--- src/rtl/mem_arb_pkg.sv ---
// rtl/mem_arb_pkg.sv - shared types and default widths for the memory port arbiter
package mem_arb_pkg;

   localparam int ARB_ADDR_W = 32;
   localparam int ARB_DATA_W = 32;

   typedef enum logic [1:0] {
      IDLE  = 2'd0,
      I_ACC = 2'd1,
      D_ACC = 2'd2
   } arb_state_t;

endpackage

--- src/rtl/mem_port_arbiter_if.sv ---
// rtl/mem_port_arbiter_if.sv - fetch, data and memory port bundle of the arbiter
interface mem_port_arbiter_if
   import mem_arb_pkg::*;
#(
   parameter int ADDR_W = ARB_ADDR_W,
   parameter int DATA_W = ARB_DATA_W
);

   logic              i_req;
   logic [ADDR_W-1:0] i_addr;
   logic [DATA_W-1:0] i_rdata;
   logic              i_done;
   logic              i_stall;

   logic              d_req;
   logic              d_we;
   logic [ADDR_W-1:0] d_addr;
   logic [DATA_W-1:0] d_wdata;
   logic [DATA_W-1:0] d_rdata;
   logic              d_done;
   logic              d_stall;

   logic              mem_req;
   logic              mem_we;
   logic [ADDR_W-1:0] mem_addr;
   logic [DATA_W-1:0] mem_wdata;
   logic [DATA_W-1:0] mem_rdata;
   logic              mem_ready;

   // Arbiter side
   modport slave (
      input  i_req, i_addr, d_req, d_we, d_addr, d_wdata, mem_rdata, mem_ready,
      output i_rdata, i_done, i_stall, d_rdata, d_done, d_stall,
             mem_req, mem_we, mem_addr, mem_wdata
   );

   // Core plus memory side
   modport master (
      output i_req, i_addr, d_req, d_we, d_addr, d_wdata, mem_rdata, mem_ready,
      input  i_rdata, i_done, i_stall, d_rdata, d_done, d_stall,
             mem_req, mem_we, mem_addr, mem_wdata
   );

endinterface

--- src/rtl/mem_arb_ibuf.sv ---
// rtl/mem_arb_ibuf.sv - one-entry fetch buffer, built only with MEM_ARB_IBUF_EN
`ifdef MEM_ARB_IBUF_EN
module mem_arb_ibuf
   import mem_arb_pkg::*;
#(
   parameter int ADDR_W = ARB_ADDR_W,
   parameter int DATA_W = ARB_DATA_W
) (
   input  logic              clk,
   input  logic              reset,
   input  logic              fill_i,
   input  logic [ADDR_W-1:0] fill_addr_i,
   input  logic [DATA_W-1:0] fill_data_i,
   input  logic              inv_i,
   input  logic [ADDR_W-1:0] inv_addr_i,
   input  logic [ADDR_W-1:0] lookup_addr_i,
   output logic              hit_o,
   output logic [DATA_W-1:0] data_o
);

   logic              valid_q;
   logic [ADDR_W-1:0] addr_q;
   logic [DATA_W-1:0] data_q;

   always_ff @(posedge clk or negedge reset) begin
      if (!reset) begin
         valid_q <= 1'b0;
         addr_q  <= '0;
         data_q  <= '0;
      end else if (fill_i) begin
         valid_q <= 1'b1;
         addr_q  <= fill_addr_i;
         data_q  <= fill_data_i;
      end else if (inv_i && (inv_addr_i == addr_q)) begin
         // A store to the buffered word makes the copy stale
         valid_q <= 1'b0;
      end
   end

   assign hit_o  = valid_q && (lookup_addr_i == addr_q);
   assign data_o = data_q;

endmodule
`endif

--- src/rtl/mem_port_arbiter.sv ---
// rtl/mem_port_arbiter.sv - data-priority arbiter sharing one memory port between fetch and data
// Optional one-entry fetch buffer enabled by MEM_ARB_IBUF_EN.
module mem_port_arbiter
   import mem_arb_pkg::*;
#(
   parameter int ADDR_W       = ARB_ADDR_W,
   parameter int DATA_W       = ARB_DATA_W,
   parameter int MAX_D_STREAK = 4
) (
   input  logic         clk,
   input  logic         reset,
   mem_port_arbiter_if.slave bus
);

   localparam int             SW         = $clog2(MAX_D_STREAK + 1);
   localparam logic [SW-1:0]  STREAK_MAX = SW'(MAX_D_STREAK);

   arb_state_t        state_q;
   logic [SW-1:0]     streak_q, streak_d;
   logic              mem_req_q;
   logic              mem_we_q;
   logic [ADDR_W-1:0] mem_addr_q;
   logic [DATA_W-1:0] mem_wdata_q;
   logic [DATA_W-1:0] i_rdata_q;
   logic [DATA_W-1:0] d_rdata_q;
   logic              i_done_q;
   logic              d_done_q;

   logic              d_win;
   logic              i_win;
   logic              i_hit;
   logic [DATA_W-1:0] hit_data;

   // Data wins unless fetch has already waited out a full streak
   always_comb begin
      d_win = bus.d_req && !(bus.i_req && (streak_q == STREAK_MAX));
      i_win = !d_win && bus.i_req;
   end

`ifdef MEM_ARB_IBUF_EN
   logic buf_hit;
   logic buf_fill;
   logic buf_inv;

   assign buf_fill = (state_q == I_ACC) && bus.mem_ready;
   assign buf_inv  = (state_q == IDLE) && d_win && bus.d_we;

   mem_arb_ibuf #(
      .ADDR_W (ADDR_W),
      .DATA_W (DATA_W)
   ) u_ibuf (
      .clk           (clk),
      .reset         (reset),
      .fill_i        (buf_fill),
      .fill_addr_i   (mem_addr_q),
      .fill_data_i   (bus.mem_rdata),
      .inv_i         (buf_inv),
      .inv_addr_i    (bus.d_addr),
      .lookup_addr_i (bus.i_addr),
      .hit_o         (buf_hit),
      .data_o        (hit_data)
   );

   // A fetch still held in its own done cycle must not hit twice in a row
   assign i_hit = buf_hit && !i_done_q;
`else
   assign i_hit    = 1'b0;
   assign hit_data = '0;
`endif

   always_comb begin
      streak_d = streak_q;
      if (!bus.i_req) begin
         streak_d = '0;
      end else if (state_q == IDLE) begin
         if (d_win) begin
            if (streak_q != STREAK_MAX) streak_d = streak_q + 1'b1;
         end else begin
            streak_d = '0;
         end
      end
   end

   always_ff @(posedge clk or negedge reset) begin
      if (!reset) begin
         state_q     <= IDLE;
         streak_q    <= '0;
         mem_req_q   <= 1'b0;
         mem_we_q    <= 1'b0;
         mem_addr_q  <= '0;
         mem_wdata_q <= '0;
         i_rdata_q   <= '0;
         d_rdata_q   <= '0;
         i_done_q    <= 1'b0;
         d_done_q    <= 1'b0;
      end else begin
         streak_q <= streak_d;
         i_done_q <= 1'b0;
         d_done_q <= 1'b0;
         case (state_q)
            IDLE: begin
               if (d_win) begin
                  state_q     <= D_ACC;
                  mem_req_q   <= 1'b1;
                  mem_we_q    <= bus.d_we;
                  mem_addr_q  <= bus.d_addr;
                  mem_wdata_q <= bus.d_wdata;
               end else if (i_win) begin
                  if (i_hit) begin
                     i_done_q  <= 1'b1;
                     i_rdata_q <= hit_data;
                  end else begin
                     state_q     <= I_ACC;
                     mem_req_q   <= 1'b1;
                     mem_we_q    <= 1'b0;
                     mem_addr_q  <= bus.i_addr;
                     mem_wdata_q <= '0;
                  end
               end
            end
            I_ACC: begin
               if (bus.mem_ready) begin
                  state_q   <= IDLE;
                  mem_req_q <= 1'b0;
                  i_rdata_q <= bus.mem_rdata;
                  i_done_q  <= 1'b1;
               end
            end
            D_ACC: begin
               if (bus.mem_ready) begin
                  state_q   <= IDLE;
                  mem_req_q <= 1'b0;
                  if (!mem_we_q) d_rdata_q <= bus.mem_rdata;
                  d_done_q  <= 1'b1;
               end
            end
            default: begin
               state_q   <= IDLE;
               mem_req_q <= 1'b0;
            end
         endcase
      end
   end

   assign bus.mem_req   = mem_req_q;
   assign bus.mem_we    = mem_we_q;
   assign bus.mem_addr  = mem_addr_q;
   assign bus.mem_wdata = mem_wdata_q;
   assign bus.i_rdata   = i_rdata_q;
   assign bus.d_rdata   = d_rdata_q;
   assign bus.i_done    = i_done_q;
   assign bus.d_done    = d_done_q;
   assign bus.i_stall   = bus.i_req && !i_done_q;
   assign bus.d_stall   = bus.d_req && !d_done_q;

endmodule

--- src/flat_wrapper.sv ---
// flat-port wrapper written by rule: the top's interface ports become plain ports
module mem_port_arbiter_flat import mem_arb_pkg::*;
#(
   parameter int ADDR_W       = ARB_ADDR_W,
   parameter int DATA_W       = ARB_DATA_W,
   parameter int MAX_D_STREAK = 4
)
  (clk, reset, bus_i_req, bus_i_addr, bus_d_req, bus_d_we, bus_d_addr, bus_d_wdata, bus_mem_rdata, bus_mem_ready, bus_i_rdata, bus_i_done, bus_i_stall, bus_d_rdata, bus_d_done, bus_d_stall, bus_mem_req, bus_mem_we, bus_mem_addr, bus_mem_wdata);
  mem_port_arbiter_if #(.ADDR_W(ADDR_W), .DATA_W(DATA_W)) bus_i ();
  input  logic clk;
  input  logic reset;
  input wire logic [$bits(bus_i.i_req)-1:0] bus_i_req;
  input wire logic [$bits(bus_i.i_addr)-1:0] bus_i_addr;
  input wire logic [$bits(bus_i.d_req)-1:0] bus_d_req;
  input wire logic [$bits(bus_i.d_we)-1:0] bus_d_we;
  input wire logic [$bits(bus_i.d_addr)-1:0] bus_d_addr;
  input wire logic [$bits(bus_i.d_wdata)-1:0] bus_d_wdata;
  input wire logic [$bits(bus_i.mem_rdata)-1:0] bus_mem_rdata;
  input wire logic [$bits(bus_i.mem_ready)-1:0] bus_mem_ready;
  output wire logic [$bits(bus_i.i_rdata)-1:0] bus_i_rdata;
  output wire logic [$bits(bus_i.i_done)-1:0] bus_i_done;
  output wire logic [$bits(bus_i.i_stall)-1:0] bus_i_stall;
  output wire logic [$bits(bus_i.d_rdata)-1:0] bus_d_rdata;
  output wire logic [$bits(bus_i.d_done)-1:0] bus_d_done;
  output wire logic [$bits(bus_i.d_stall)-1:0] bus_d_stall;
  output wire logic [$bits(bus_i.mem_req)-1:0] bus_mem_req;
  output wire logic [$bits(bus_i.mem_we)-1:0] bus_mem_we;
  output wire logic [$bits(bus_i.mem_addr)-1:0] bus_mem_addr;
  output wire logic [$bits(bus_i.mem_wdata)-1:0] bus_mem_wdata;
  assign bus_i.i_req = bus_i_req;
  assign bus_i.i_addr = bus_i_addr;
  assign bus_i.d_req = bus_d_req;
  assign bus_i.d_we = bus_d_we;
  assign bus_i.d_addr = bus_d_addr;
  assign bus_i.d_wdata = bus_d_wdata;
  assign bus_i.mem_rdata = bus_mem_rdata;
  assign bus_i.mem_ready = bus_mem_ready;
  assign bus_i_rdata = bus_i.i_rdata;
  assign bus_i_done = bus_i.i_done;
  assign bus_i_stall = bus_i.i_stall;
  assign bus_d_rdata = bus_i.d_rdata;
  assign bus_d_done = bus_i.d_done;
  assign bus_d_stall = bus_i.d_stall;
  assign bus_mem_req = bus_i.mem_req;
  assign bus_mem_we = bus_i.mem_we;
  assign bus_mem_addr = bus_i.mem_addr;
  assign bus_mem_wdata = bus_i.mem_wdata;
  mem_port_arbiter #(.ADDR_W(ADDR_W), .DATA_W(DATA_W), .MAX_D_STREAK(MAX_D_STREAK)) u_core (.clk(clk), .reset(reset), .bus(bus_i));
endmodule
--- config.mk ---
export PLATFORM = sky130hd
export DESIGN_NAME = mem_port_arbiter_flat
export DESIGN_NICKNAME = d
export VERILOG_FILES = /design/src/rtl/mem_arb_pkg.sv /design/src/rtl/mem_port_arbiter_if.sv /design/src/rtl/mem_arb_ibuf.sv /design/src/rtl/mem_port_arbiter.sv /design/src/flat_wrapper.sv
export SDC_FILE = /design/constraint.sdc
export NUM_CORES = 1
export LEC_CHECK = 0
export BUFFER_PORTS_ARGS = -buffer_cell sky130_fd_sc_hd__buf_2
export CORE_MARGIN = 2
export CORE_UTILIZATION = 45
export DETAILED_ROUTE_END_ITERATION = 7
export PLACE_DENSITY_LB_ADDON = 0.12
export SYNTH_ARGS = -nofsm -noshare
export SYNTH_HDL_FRONTEND = slang
export SYNTH_SLANG_ARGS = --single-unit
--- constraint.sdc ---
create_clock -name clk -period 3.96 [get_ports clk]
set_clock_uncertainty 0.15 [all_clocks]
set_input_delay 0.792 -clock clk [delete_from_list [all_inputs] [get_ports clk]]
set_output_delay 0.792 -clock clk [all_outputs]
set_load 0.01 [all_outputs]
==> results by stage, run 1 <==
STA:
- The tightest hold path in the finished design has a slack of 0.197 ns.
- The number of slew-limit violations in the final report was 0.
- Measured against its own limit, the worst slew margin works out to 46.3%.
- Of the available clock period, the critical path in the final layout requires 69.6%.
- The achievable frequency is 0.363 GHz.
- Setup repair after global routing left no endpoint under its margin.
- The smallest clock period supported by the final layout is computed as 2.76 ns.
- The number of hold violations in the final report is 0.
- Adding up every negative setup slack in the final design gives 0 ns.
- The slew of the pin with the lowest slew margin is 0.803 ns.
- Setup violations remaining at the end of the flow were counted as 0.

Floorplanning:
- The starting utilization of the core area is 45.5%.
- 268 I/O pins were placed.
- The vertical die dimension is 119 um.
- In this run the core area contains 42 standard-cell rows.
- The die boundary width is 119 um.
- The total area inside the core boundary comes to 13100 um^2.
- The full die area is 14200 um^2.

Critical path:
- Traced cell by cell, the critical path runs through buf_2 > nor2b_1 > buf_2.
- The register-to-register setup slack is 1.55 ns.
- The kind of launch point of the worst setup path is an input port.
- The slowest stage of the critical path is the sky130_fd_sc_hd__buf_2 cell.
- The launch instance of the worst register-to-register path is u_core.state_q[1]$_DFFE_PN0P_.
- STA puts the critical path data required time at 3.02 ns.
- For the worst flop-to-flop path, the logic depth is 6.
- The largest fanout of any net on the critical path is 39.
- The most numerous cell on the critical path is sky130_fd_sc_hd__buf_2.
- The critical path start-end classification is in -> out.
- The peak per-stage delay on the critical path is 0.61 ns.
- The type of destination of the critical path is an output pin.
- In this run the critical register-to-register path is captured at u_core.bus.mem_addr[26]$_DFFE_PN0P_.
- The worst endpoint data arrival time is 1.82 ns.

Logic synthesis:
- The largest area contributor in the synthesized netlist is sky130_fd_sc_hd__dfrtp_1.
- Synthesis produced a netlist with a net count of 580.
- The area of the mapped netlist is 5950 um^2.
- Of the synthesized area, sequential elements account for 57.6%.
- Of the post-synthesis cell area, the dominant cell type holds 57.6%.
- Counting flops and latches in the post-synthesis netlist gives 137.
- Averaged over all synthesized cells, the footprint is 13.5 um^2.
- Ranked by total cell area, the synthesized netlist is headed by sky130_fd_sc_hd__dfrtp_1 (58%), sky130_fd_sc_hd__mux2_4 (7.6%), sky130_fd_sc_hd__o211ai_2 (6.3%), sky130_fd_sc_hd__mux2_2 (6.1%), sky130_fd_sc_hd__a22o_1 (4.9%).
- The netlist uses 36 different library cells.
- During synthesis, Yosys emitted a total of 0 warnings.
- The instance count of the mapped netlist is 441.

Place:
- The count of buffers inserted at the top-level ports is 267.
- At the end of routability-driven placement, the weighted congestion stood at 0.756.
- The placed instances occupy a cell area of 7320 um^2.
- Detailed placement ended at an HPWL of 10600 um.

Drt:
- Dividing the detail-routed wire length by the instance count gives 17.1 um.
- For this run, the detailed router's first-pass iteration total came to 4.
- The routed wire length is 15200 um.
- The per-cell via count in the routed design is 5.17.
- The count of nets left with antenna violations once routing finished came out at 0.
- Across all layers, the routed design uses 4590 vias.
- In this run, the number of DRC markers left after iteration 0 of detailed routing was 261.
- After detailed routing, the number of remaining DRC violations is 0.

Clock tree:
- The number of gates given a new drive strength after cts is 0.
- The clock tree synthesis step divided the H-tree into 4 levels.
- The cell sitting at the root of the clock tree is a sky130_fd_sc_hd__clkbuf_16.
- The clock transition at the register clock pins on the worst setup and hold paths after CTS is 0.06 ns.
- Buffers added to address setup during post-CTS repair amount to 0.
- The maximum count of clock buffers along a single path is 2.
- The CTS tree is done.
- The number of clock buffers added by TritonCTS is 17.
- The clock network latency to the later pin of the worst-skew pair is 0.41 ns.
- For this design, the sink count on the clock tree is 137.
- The cts-stage hold buffer count is 0.

Job:
- The tool flagged a number of max-cap violations equal to 0.

Finish:
- The number of nets in the finished design is 837.
- The synthesis-to-layout area growth is 33.2%.
- Once layout is done, the placed cells without fillers occupy 7930 um^2.
- The post-route netlist has 56.8% of its cells at a drive strength greater than 1.

Status:
- The flow ran to the end, and the final reports show no timing, DRC or antenna violations.

Global routing:
- For this run, the total global-route usage over all layers was measured as 21.6%.
- The pin count of the biggest net entering global routing is 76.
- The number of antenna violations at the first check in global routing is 1.
- The aggregate global routing overflow is 0.
- The wire length of the first global-routing pass is 24100 um.
- The number of global-route vias before repair is 4707.

Power:
- The worst-case IR drop observed on VDD is 440 uV.
- Power spread over the standard cell area amounts to 851 nW/um^2.
- In this run the static leakage power is 0.00414 uW.
- Overall power consumption after layout is estimated at 6750 uW.

Worst hold path:
- The type of the most critical hold path is in -> async.
through the flow:
step,util [%],std cells,setup slack [ns]
after floorplan,-,441,1.55
after global placement,55.9,855,1.15
after detailed placement,55.9,855,1.10
after CTS,60.6,887,1.20
after global routing,60.6,888,1.16
final,60.6,888,1.20
how the worst max path moves through the flow:
stage	to	depth (start not counted)	slack [ns]	startpoint
after CTS	bus_d_stall	3	1.20	bus_d_req
after global routing	bus_d_stall	3	1.16	bus_d_req
after detailed placement	u_core.bus.mem_addr[3]$_DFFE_PN0P_	5	1.10	bus_d_req
after floorplan	bus_d_stall	3	1.55	bus_d_req
final	bus_d_stall	3	1.20	bus_d_req
after global placement	u_core.bus.mem_addr[0]$_DFFE_PN0P_	5	1.15	bus_d_req
final cells by class:
cell class | instances | area (um^2)
repair buffers | 274 | 1410
flip-flops and latches | 137 | 3430
well taps | 176 | 220
multi-input cells | 261 | 2230
fillers | 1096 | 5150
inverters | 7 | 26.3
clock buffers | 21 | 470
diodes | 1 | 2.50
clock inverters | 11 | 144
registers in the layout (all words and copies together), names as in the netlist:
| name | cells |
|---|---|
| u_core.bus.d_done | 1 |
| u_core.bus.d_rdata | 32 |
| u_core.bus.i_done | 1 |
| u_core.bus.i_rdata | 32 |
| u_core.bus.mem_addr | 32 |
| u_core.bus.mem_req | 1 |
| u_core.bus.mem_wdata | 32 |
| u_core.bus.mem_we | 1 |
| u_core.state_q | 2 |
| u_core.streak_q | 3 |
cell usage after synthesis:
cell / number
sky130_fd_sc_hd__nor2b_1: 2
sky130_fd_sc_hd__buf_12: 3
sky130_fd_sc_hd__buf_1: 2
sky130_fd_sc_hd__o21ai_1: 1
sky130_fd_sc_hd__o211ai_1: 2
sky130_fd_sc_hd__and3_4: 1
sky130_fd_sc_hd__mux2_4: 30
sky130_fd_sc_hd__nor3b_1: 1
sky130_fd_sc_hd__nand2_1: 66
sky130_fd_sc_hd__dfrtp_1: 137
sky130_fd_sc_hd__inv_2: 1
sky130_fd_sc_hd__o21a_1: 3
sky130_fd_sc_hd__buf_6: 9
sky130_fd_sc_hd__o32ai_1: 1
sky130_fd_sc_hd__nand3_2: 1
sky130_fd_sc_hd__and2_4: 1
sky130_fd_sc_hd__xnor2_1: 1
sky130_fd_sc_hd__nor3_1: 1
sky130_fd_sc_hd__and2_1: 2
sky130_fd_sc_hd__nand2b_1: 3
sky130_fd_sc_hd__buf_4: 3
sky130_fd_sc_hd__nand4_1: 32
sky130_fd_sc_hd__mux2_2: 32
sky130_fd_sc_hd__a21o_1: 1
sky130_fd_sc_hd__ha_1: 5
sky130_fd_sc_hd__a21oi_1: 5
sky130_fd_sc_hd__inv_1: 6
sky130_fd_sc_hd__nor2_4: 1
sky130_fd_sc_hd__buf_2: 13
sky130_fd_sc_hd__nor2_1: 2
sky130_fd_sc_hd__a31o_1: 1
sky130_fd_sc_hd__a22o_1: 33
sky130_fd_sc_hd__clkbuf_1: 6
sky130_fd_sc_hd__o211ai_2: 30
sky130_fd_sc_hd__mux2_1: 2
sky130_fd_sc_hd__or2_1: 1
cells in the final DEF (no fill, tap or decap), types with 2 or more instances in the layout:
cell / netlist / layout
sky130_fd_sc_hd__clkinv_2: 0 / 4
sky130_fd_sc_hd__a21oi_1: 5 / 5
sky130_fd_sc_hd__o21a_1: 3 / 3
sky130_fd_sc_hd__mux2_1: 2 / 2
sky130_fd_sc_hd__nand2_1: 66 / 66
sky130_fd_sc_hd__buf_4: 3 / 6
sky130_fd_sc_hd__nand2b_1: 3 / 2
sky130_fd_sc_hd__o211ai_1: 2 / 2
sky130_fd_sc_hd__and2_1: 2 / 2
sky130_fd_sc_hd__o211ai_2: 30 / 30
sky130_fd_sc_hd__buf_2: 13 / 266
sky130_fd_sc_hd__nor2b_1: 2 / 2
sky130_fd_sc_hd__clkbuf_8: 0 / 3
sky130_fd_sc_hd__clkinv_4: 0 / 2
sky130_fd_sc_hd__mux2_4: 30 / 30
sky130_fd_sc_hd__clkbuf_16: 0 / 17
sky130_fd_sc_hd__inv_1: 6 / 6
sky130_fd_sc_hd__nor2_1: 2 / 2
sky130_fd_sc_hd__mux2_2: 32 / 32
sky130_fd_sc_hd__bufinv_16: 0 / 3
sky130_fd_sc_hd__ha_1: 5 / 5
sky130_fd_sc_hd__a22o_1: 33 / 33
sky130_fd_sc_hd__nand4_1: 32 / 32
sky130_fd_sc_hd__dfrtp_1: 137 / 137
cell families after synthesis:
| group | after synthesis | share of synthesized area (%) |
|---|---|---|
| buf+inv | 43 | 5.13 |
| flops | 137 | 57.6 |
| simple gates | 114 | 9.39 |
| xor+xnor | 1 | 0.147 |
| fa+ha+maj | 5 | 1.05 |
| compound gates | 77 | 12.7 |
| mux | 64 | 14.0 |
worst max-delay path, delay by kind of cell:
kind / cells / cell delay [ns]
buf+inv: 2 / 0.76
simple gates: 1 / 0.25
power by group:
| group | switching [uW] | internal [uW] | leakage [uW] |
|---|---|---|---|
| logic | 1380 | 1290 | 0.00216 |
| registers | 363 | 2100 | 0.00168 |
| clock network | 583 | 1040 | 0.000303 |
per-layer routing:
metal  vias to the layer above  wire length [um]  GRT usage (%)
met5                         -                 0              0
met1                      2257              6340           27.9
met2                       200              7360           34.1
met4                         0               386           9.60
li1                       2106                 -              -
met3                        27              1120           6.13
(Power assumes the default switching activity.)
==> run 2: changes to the inputs <==
--- a/config.mk
+++ b/config.mk
@@ -7,7 +7,7 @@
 export LEC_CHECK = 0
 export BUFFER_PORTS_ARGS = -buffer_cell sky130_fd_sc_hd__buf_2
 export CORE_MARGIN = 2
-export CORE_UTILIZATION = 45
+export CORE_UTILIZATION = 43
 export DETAILED_ROUTE_END_ITERATION = 7
 export PLACE_DENSITY_LB_ADDON = 0.12
 export SYNTH_ARGS = -nofsm -noshare
==> constraint.sdc (replaced) <==
create_clock -name clk -period 2.5 [get_ports clk]
set_clock_uncertainty 0.15 [all_clocks]
set_input_delay 0.5 -clock clk [delete_from_list [all_inputs] [get_ports clk]]
set_output_delay 0.5 -clock clk [all_outputs]
set_load 0.01 [all_outputs]
==> results by stage, run 2 (synthesis gave the netlist of run 1 again) <==
Finish:
- The synthesis-to-layout area growth is 33.3% (about the same).
- In the layout the commonest cells are sky130_fd_sc_hd__buf_2 (266), sky130_fd_sc_hd__dfrtp_1 (137), sky130_fd_sc_hd__nand2_1 (66).
- The final core area utilization is 59.3% (-1.4 points).
- The library cell used most frequently in the layout, excluding fill and tap cells, is sky130_fd_sc_hd__buf_2.
- The final cell count without fillers is 893 (+0.56%).
- The number of nets in the finished design came to 843 (+0.72%).
- The number of antenna repair diodes was 0 (-1).
- The share of final-layout standard cells stronger than drive strength 1 is 57.2% (+0.36 points).

STA:
- The total negative slack for setup checks is 0 ns (unchanged).
- The final critical-path share of the clock period is 80.0%.
- The number of hold violations in the final report is 0 (unchanged).
- The worst-case headroom to the max-slew limit is 33.1% (-13 points).
- The minimum clock period after layout is 2.00 ns.
- The setup-violating endpoint count in the final report is 0 (unchanged).
- The post-layout worst setup margin is 0.500 ns (-0.702 ns).
- Setup repair after global routing left no endpoint under its margin.
- The slew of the pin with the lowest slew margin is 1.00 ns (+0.197 ns).
- The number of slew-limit violations in the final report came to 0 (unchanged).
- Timing would allow up to 0.500 GHz.

Drt:
- The number of nets with antenna violations after routing was 0 (unchanged).
- The number of detailed-route iterations in the first pass came to 7 (+3).
- The number of DRC markers in iteration 0 is 289 (+11%).
- The average wire length per cell after detail routing is 17.0 um (-0.85%).
- The routed wire length is 15200 um (-0.29%).
- The number of remaining DRC errors is 0 (unchanged).
- The via total after detailed routing is 4583 (-0.15%).
- The per-cell via count in the routed design is 5.13 (-0.71%).

Power:
- The power per cell area came to 1320 nW/um^2 (+56%).
- The total design power is 10500 uW (+56%).
- The leakage power figure is 0.00413 uW (-0.27%).
- The highest ir drop seen on vdd came to 691 uV (+57%).

Clock tree:
- The CTS buffer count is 17 (unchanged).
- The buffers inserted during post-CTS setup optimization is 0 (unchanged).
- The maximum level of the CTS H-tree is 4 (unchanged).
- The number of clock sinks is 137 (unchanged).
- The maximum count of clock buffers along a single path was 2 (unchanged).
- The clock transition at the register clock pins on the worst setup and hold paths after CTS came to 0.06 ns (about the same).
- The CTS tree is done.
- The clock network latency to the later pin of the worst-skew pair is 0.41 ns (about the same).
- The cell at the root of the clock tree is sky130_fd_sc_hd__clkbuf_16.

Critical path:
- The worst setup path is of the reg -> reg kind.
- The peak per-stage delay on the critical path was 0.43 ns (-0.18 ns).
- The critical path goes through inv_1 > ha_1 > o21ai_4 > buf_4 > nand2_1 > o211ai_2.
- The type of destination of the critical path is a flop.
- The kind of launch point of the worst setup path is a flop.
- The register-to-register setup slack is 0.50 ns (-1.05 ns).
- The largest fanout of any net on the critical path came to 40 (+2.6%).
- The slowest stage cell on the critical path is sky130_fd_sc_hd__buf_4.
- The worst endpoint data arrival time is 2.19 ns (+0.37 ns).
- The launch instance of the worst register-to-register path is u_core.state_q[0]$_DFFE_PN0P_.
- The number of cells on the worst reg-to-reg path is 6 (unchanged).
- The destination of the worst register-to-register timing path is u_core.bus.mem_addr[9]$_DFFE_PN0P_.
- The data required time of the critical path is 2.69 ns (-0.33 ns).

Floorplanning:
- The die boundary width is 122 um (+2.2%).
- The vertical die dimension is 122 um (+2.2%).
- The full die area came to 14800 um^2 (+4.5%).
- The number of rows created at floorplan is 42 (unchanged).
- The area of the core is 13400 um^2 (+2.4%).
- The starting utilization of the core area is 44.4% (-1.1 points).
- The number of top-level pins came to 268 (unchanged).

Global routing:
- The total track usage was 21.0% (-0.61 points).
- The met3 track demand over resource in global routing is 7.26% (+1.1 points).
- The number of antenna violations at the first check in global routing is 0 (-1).
- The pin count of the biggest net entering global routing is 84 (+11%).
- The wire length of the first global-routing pass is 24000 um (-0.32%).
- The met2 routing resource usage after global routing came to 33.1% (-0.94 points).
- The met1 demand-to-capacity share in global routing came to 26.6% (-1.3 points).
- met2 is the most crowded layer.
- The number of global-route vias before repair is 4527 (-3.8%).
- The aggregate global routing overflow is 0 (unchanged).

Place:
- The post-placement cell count is 860 (+0.58%).
- The last weighted congestion value of the routability-driven placer is 0.804 (+6.4%).
- The count of buffers inserted at the top-level ports is 267 (unchanged).
- The half-perimeter wire length of the detailed placement result is 10400 um (-1.1%).
- The minimum setup slack after placement is 0.160 ns (-0.937 ns).

Status:
- The flow ran to the end, and the final reports show no timing, DRC or antenna violations.

Worst hold path:
- The path with the worst hold slack has its endpoint at u_core.bus.mem_wdata[24]$_DFFE_PN0P_.
- In this run the most critical hold path is launched from bus_d_wdata[24].
- The number of stages on the worst hold path is 2.
- The tightest min-delay check is of the in -> reg type.

Job:
- The reported max-cap violation count is 0 (unchanged).
## run 2: worst max path at each step
stage,start,endpoint,slack (ns)
floorplan,bus_d_req,bus_d_stall,0.67
global route,u_core.state_q[0]$_DFFE_PN0P_,u_core.bus.mem_addr[0]$_DFFE_PN0P_,0.36
CTS,u_core.state_q[0]$_DFFE_PN0P_,u_core.bus.mem_addr[12]$_DFFE_PN0P_,0.48
finish,u_core.state_q[0]$_DFFE_PN0P_,u_core.bus.mem_addr[9]$_DFFE_PN0P_,0.50
detailed placement,bus_i_req,u_core.bus.mem_addr[9]$_DFFE_PN0P_,0.16
global placement,bus_i_req,u_core.bus.mem_addr[31]$_DFFE_PN0P_,0.21
## run 2: per-stage QoR
step                      instance area [um^2]  hold WS (ns)
final                                     7940         0.150
after global routing                      7940         0.132
after CTS                                 7940         0.132
after detailed placement                  7370         0.258
after global placement                    7370         0.258
after floorplan                           5950        0.0544
## run 2: where the power goes
| part | internal [uW] | switching, uW |
|---|---|---|
| Sequential | 3320 | 597 |
| Clock | 1390 | 960 |
| Combinational | 2060 | 2180 |
## run 2: cell type report
| type | count | area [um^2] |
|---|---|---|
| Timing Repair Buffer | 280 | 1470 |
| Clock inverter | 14 | 124 |
| Sequential cell | 137 | 3430 |
| Multi-Input combinational cell | 261 | 2230 |
| Tap cell | 176 | 220 |
| Fill cell | 1145 | 5460 |
| Clock buffer | 18 | 439 |
| Inverter | 7 | 26.3 |
## run 2: what timing repair did
item | 4_1_cts | 5_1_grt
endpoints found under the hold margin | 31 | 0
resized for setup | 0 | 0
hold buffers | 1 | 0
## run 2: per-layer routing
layer	vias up	routed length [um]
li1	2118	-
met5	-	0
met4	0	347
met2	215	7370
met1	2227	6130
met3	23	1310
## run 2: worst max-delay path: cells and delay by family, from the launching register on
| family | cells | cell delay, ns |
|---|---|---|
| AO/OA/AOI/OAI | 2 | 0.46 |
| AND/OR/NAND/NOR | 1 | 0.12 |
| buffers and inverters | 2 | 0.50 |
| flip-flops | 1 | 0.37 |
| adder cells (fa/ha/maj) | 1 | 0.28 |
==> run 3: changes to the inputs <==
--- a/config.mk
+++ b/config.mk
@@ -5,9 +5,10 @@
 export SDC_FILE = /design/constraint.sdc
 export NUM_CORES = 1
 export LEC_CHECK = 0
+export ABC_AREA = 1
 export BUFFER_PORTS_ARGS = -buffer_cell sky130_fd_sc_hd__buf_2
 export CORE_MARGIN = 2
-export CORE_UTILIZATION = 43
+export CORE_UTILIZATION = 45
 export DETAILED_ROUTE_END_ITERATION = 7
 export PLACE_DENSITY_LB_ADDON = 0.12
 export SYNTH_ARGS = -nofsm -noshare
==> constraint.sdc (replaced) <==
create_clock -name clk -period 2 [get_ports clk]
set_clock_uncertainty 0.15 [all_clocks]
set_input_delay 0.4 -clock clk [delete_from_list [all_inputs] [get_ports clk]]
set_output_delay 0.4 -clock clk [all_outputs]
set_load 0.01 [all_outputs]
==> results by stage, run 3 <==
Status:
- The flow ran to the end, and the final reports show no timing, DRC or antenna violations.

Logic synthesis:
- sky130_fd_sc_hd__dfrtp_1 takes more of the synthesized area than any other cell.
- The fraction of the mapped netlist area in simple logic gates is 23.8% (+14 points).
- The synthesized-area fraction occupied by ao, oa, aoi and oai cells was 6.17% (-6.5 points).
- The sequential element share of the synthesized area is 58.5% (+0.90 points).
- The area of the mapped netlist is 5860 um^2 (-1.5%).
- By area the synthesized netlist is led by sky130_fd_sc_hd__dfrtp_1 (58%), sky130_fd_sc_hd__nand2_1 (17%), sky130_fd_sc_hd__inv_1 (6.7%), sky130_fd_sc_hd__nand3_1 (5.6%), sky130_fd_sc_hd__o21ai_0 (5.5%).
- The top-area cell type share of the netlist area is 58.5% (+0.90 points).
- The synthesized-area fraction occupied by adder cells was 1.07% (+0.016 points).
- By instance count, the leading cell after synthesis is sky130_fd_sc_hd__nand2_1.
- The synthesized flop and latch total is 137 (unchanged).
- The commonest cells after synthesis are sky130_fd_sc_hd__nand2_1 (273), sky130_fd_sc_hd__dfrtp_1 (137), sky130_fd_sc_hd__inv_1 (104), sky130_fd_sc_hd__nand3_1 (66), sky130_fd_sc_hd__o21ai_0 (64).
- The number of synthesized flops with an enable pin is 0 (unchanged).
- The post-synthesis async set-or-reset flop share came to 100% (unchanged).
- The post-synthesis average cell area is 8.33 um^2 (-38%).
- The instance count of the mapped netlist was 704 (+60%).
- The post-synthesis xor/xnor area fraction is 0.149% (+0.0023 points).
- The dominant register cell in the synthesized netlist is sky130_fd_sc_hd__dfrtp_1.
- The mux share of post-synthesis cell area is 0% (-14 points).
- The combinational family with the most area after synthesis is simple AND/OR/NAND/NOR gates.
- The number of warnings issued by yosys is 0 (unchanged).
- The number of nets in the synthesized netlist is 843 (+45%).
- The distinct cell type count after synthesis is 19 (-47%).

Clock tree:
- The clock transition at the register clock pins on the worst setup and hold paths after CTS is 0.05 ns (about the same).
- The maximum level of the CTS H-tree came to 4 (unchanged).
- TritonCTS built the clock tree.
- The CTS buffer count came to 17 (unchanged).
- The cell sitting at the root of the clock tree is a sky130_fd_sc_hd__clkbuf_16.
- The clock network latency to the later pin of the worst-skew pair is 0.41 ns (about the same).
- The number of clock sinks is 137 (unchanged).
- The maximum count of clock buffers along a single path is 2 (unchanged).
- The buffers inserted during post-CTS setup optimization is 0 (unchanged).

STA:
- Setup repair after global routing left no endpoint under its margin.
- The number of hold violations in the final report was 0 (unchanged).
- The slew of the pin with the lowest slew margin is 0.425 ns (-0.574 ns).
- The setup-violating endpoint count in the final report came to 0 (unchanged).
- The number of slew-limit violations in the final report was 0 (unchanged).
- The achievable frequency is 0.570 GHz (+14%).
- The worst-case headroom to the max-slew limit is 71.6% (+39 points).
- The final critical-path share of the clock period is 87.7% (+7.7 points).
- The total negative slack for setup checks is 0 ns (unchanged).
- The minimum clock period after layout is 1.75 ns (-0.246 ns).

Global routing:
- The pin count of the biggest net entering global routing is 66 (-21%).
- The wire length of the first global-routing pass was 25000 um (+4.2%).
- The number of antenna violations at the first check in global routing is 0 (unchanged).
- The total track usage is 22.3% (+1.3 points).
- The number of global-route vias before repair is 5095 (+13%).
- The aggregate global routing overflow is 0 (unchanged).

Power:
- The leakage power figure is 0.00482 uW (+17%).
- The power per cell area is 1520 nW/um^2 (+15%).
- The highest ir drop seen on vdd is 597 uV (-14%).

Finish:
- The number of nets in the finished design is 1104 (+31%).
- The flip-flop and latch area is 3430 um^2 (unchanged).
- The number of antenna repair diodes is 0 (unchanged).
- The share of final-layout standard cells stronger than drive strength 1 was 32.1% (-25 points).
- The synthesis-to-layout area growth is 36.5%.
- The number of filler cells placed in the layout is 1214 (+6.0%).
- Leaving out fill and tap cells, the most frequent cell in the layout is sky130_fd_sc_hd__nand2_1.
- The final cell count without fillers is 1149 (+29%).
- The area occupied by multi-input gates is 1830 um^2 (-18%).
- In the layout the commonest cells are sky130_fd_sc_hd__nand2_1 (272), sky130_fd_sc_hd__buf_2 (266), sky130_fd_sc_hd__dfrtp_1 (137).

Critical path:
- The data required time of the critical path is 2.19 ns (-0.50 ns).
- The critical path is of the reg -> reg type.
- The type of destination of the critical path is a flop.
- The worst endpoint data arrival time was 1.95 ns (-0.24 ns).
- The largest fanout of any net on the critical path is 32 (-20%).
- STA classifies the critical path startpoint as a flop.

Place:
- The last weighted congestion value of the routability-driven placer came to 0.793 (-1.4%).
- The half-perimeter wire length of the detailed placement result is 10600 um (+1.1%).
- The post-placement cell count is 1117 (+30%).
- The count of buffers inserted at the top-level ports was 267 (unchanged).

Floorplanning:
- The vertical die dimension is 118 um (-2.9%).
- The starting utilization of the core area was 46.3% (+1.8 points).
- The die boundary width is 118 um (-2.9%).
- The full die area is 14000 um^2 (-5.7%).
- The number of top-level pins came to 268 (unchanged).
- The area of the core came to 12700 um^2 (-5.4%).
- The number of rows created at floorplan was 41 (-2.4%).

Drt:
- The number of detailed-route iterations in the first pass is 4 (-3).
- The number of DRC markers in iteration 0 is 363 (+26%).
- The number of remaining DRC errors is 0 (unchanged).
- The average wire length per cell after detail routing came to 13.0 um (-23%).
- The via total after detailed routing is 5265 (+15%).
- The number of nets with antenna violations after routing came to 0 (unchanged).
- The routed wire length is 15000 um (-1.1%).
- The per-cell via count in the routed design is 4.58 (-11%).

Worst hold path:
- The type of the most critical hold path is in -> reg.

Job:
- The reported max-cap violation count is 0 (unchanged).
## run 3: area by class of cell
class | instances | area share [%]
clock inverter | 8 | 1.50
sequential | 137 | 42.8
clock buffer | 23 | 5.85
tap | 172 | 2.69
multi-input combinational | 422 | 22.9
timing repair buffer | 279 | 19.2
inverter | 108 | 5.06
## run 3: through the flow
| step | setup slack [ns] | hold slack [ns] | cell area [um^2] | util, % | power (uW) |
|---|---|---|---|---|---|
| floorplan | 0.423 | -0.0456 | 5860 | - | 7190 |
| global placement | 0.332 | 0.209 | 7410 | 58.4 | 9100 |
| detailed placement | 0.236 | 0.209 | 7410 | 58.4 | 9200 |
| CTS | 0.227 | 0.0157 | 8000 | 63.2 | 12400 |
| global route | 0.0909 | 0.0298 | 8000 | 63.2 | 13100 |
| finish | 0.246 | 0.0333 | 8000 | 63.2 | 12200 |
## run 3: repair_timing
item | in CTS | in global routing
resized for setup | 0 | 0
hold buffers | 1 | 0
endpoints found under the hold margin | 41 | 0
## run 3: worst paths after layout
path | start | end | slack [ns] | depth (start not counted)
max reg2reg | u_core.state_q[1]$_DFFE_PN0P_ | u_core.bus.mem_addr[20]$_DFFE_PN0P_ | 0.25 | 7
min in group asynchronous | reset | u_core.bus.i_rdata[25]$_DFFE_PN0P_ | 0.34 | 2
min | bus_d_we | u_core.bus.mem_we$_DFFE_PN0P_ | 0.03 | 3
min reg2reg | u_core.bus.mem_addr[13]$_DFFE_PN0P_ | u_core.bus.mem_addr[13]$_DFFE_PN0P_ | 0.32 | 2
max | u_core.state_q[1]$_DFFE_PN0P_ | u_core.bus.mem_addr[20]$_DFFE_PN0P_ | 0.25 | 7
max in group asynchronous | reset | u_core.bus.mem_addr[0]$_DFFE_PN0P_ | 0.79 | 3
## run 3: worst max-delay path, cell delays in order (launching register included)
cell and delay (ns):
sky130_fd_sc_hd__dfrtp_1 0.40, sky130_fd_sc_hd__inv_1 0.09, sky130_fd_sc_hd__ha_1 0.25, sky130_fd_sc_hd__inv_2 0.10, sky130_fd_sc_hd__a21oi_4 0.13, sky130_fd_sc_hd__buf_4 0.35
sky130_fd_sc_hd__nand3_1 0.14, sky130_fd_sc_hd__nand2_1 0.09
## run 3: cells by family (layout without fill, tap and decap cells)
family | count (synthesis) | count (layout)
compound gates | 70 | 70
xor+xnor | 1 | 1
fa+ha+maj | 5 | 5
buf+inv | 145 | 418
flops | 137 | 137
simple gates | 346 | 346
## run 3: where the power goes
part / internal [uW] / switching, uW / total [uW]
registers: 4070 / 660 / 4730
logic: 1750 / 2630 / 4380
clock network: 2010 / 1090 / 3100
total: 7830 / 4370 / 12200
## run 3: layer usage
layer	wire length, um	part of all wire [%]	up-vias	track usage (%)
li1	-	-	2662	-
met1	6390	43	2376	28.6
met2	7160	48	201	35.9
met3	1110	7.4	26	6.47
met4	329	2.2	0	8.51
met5	0	0	-	0
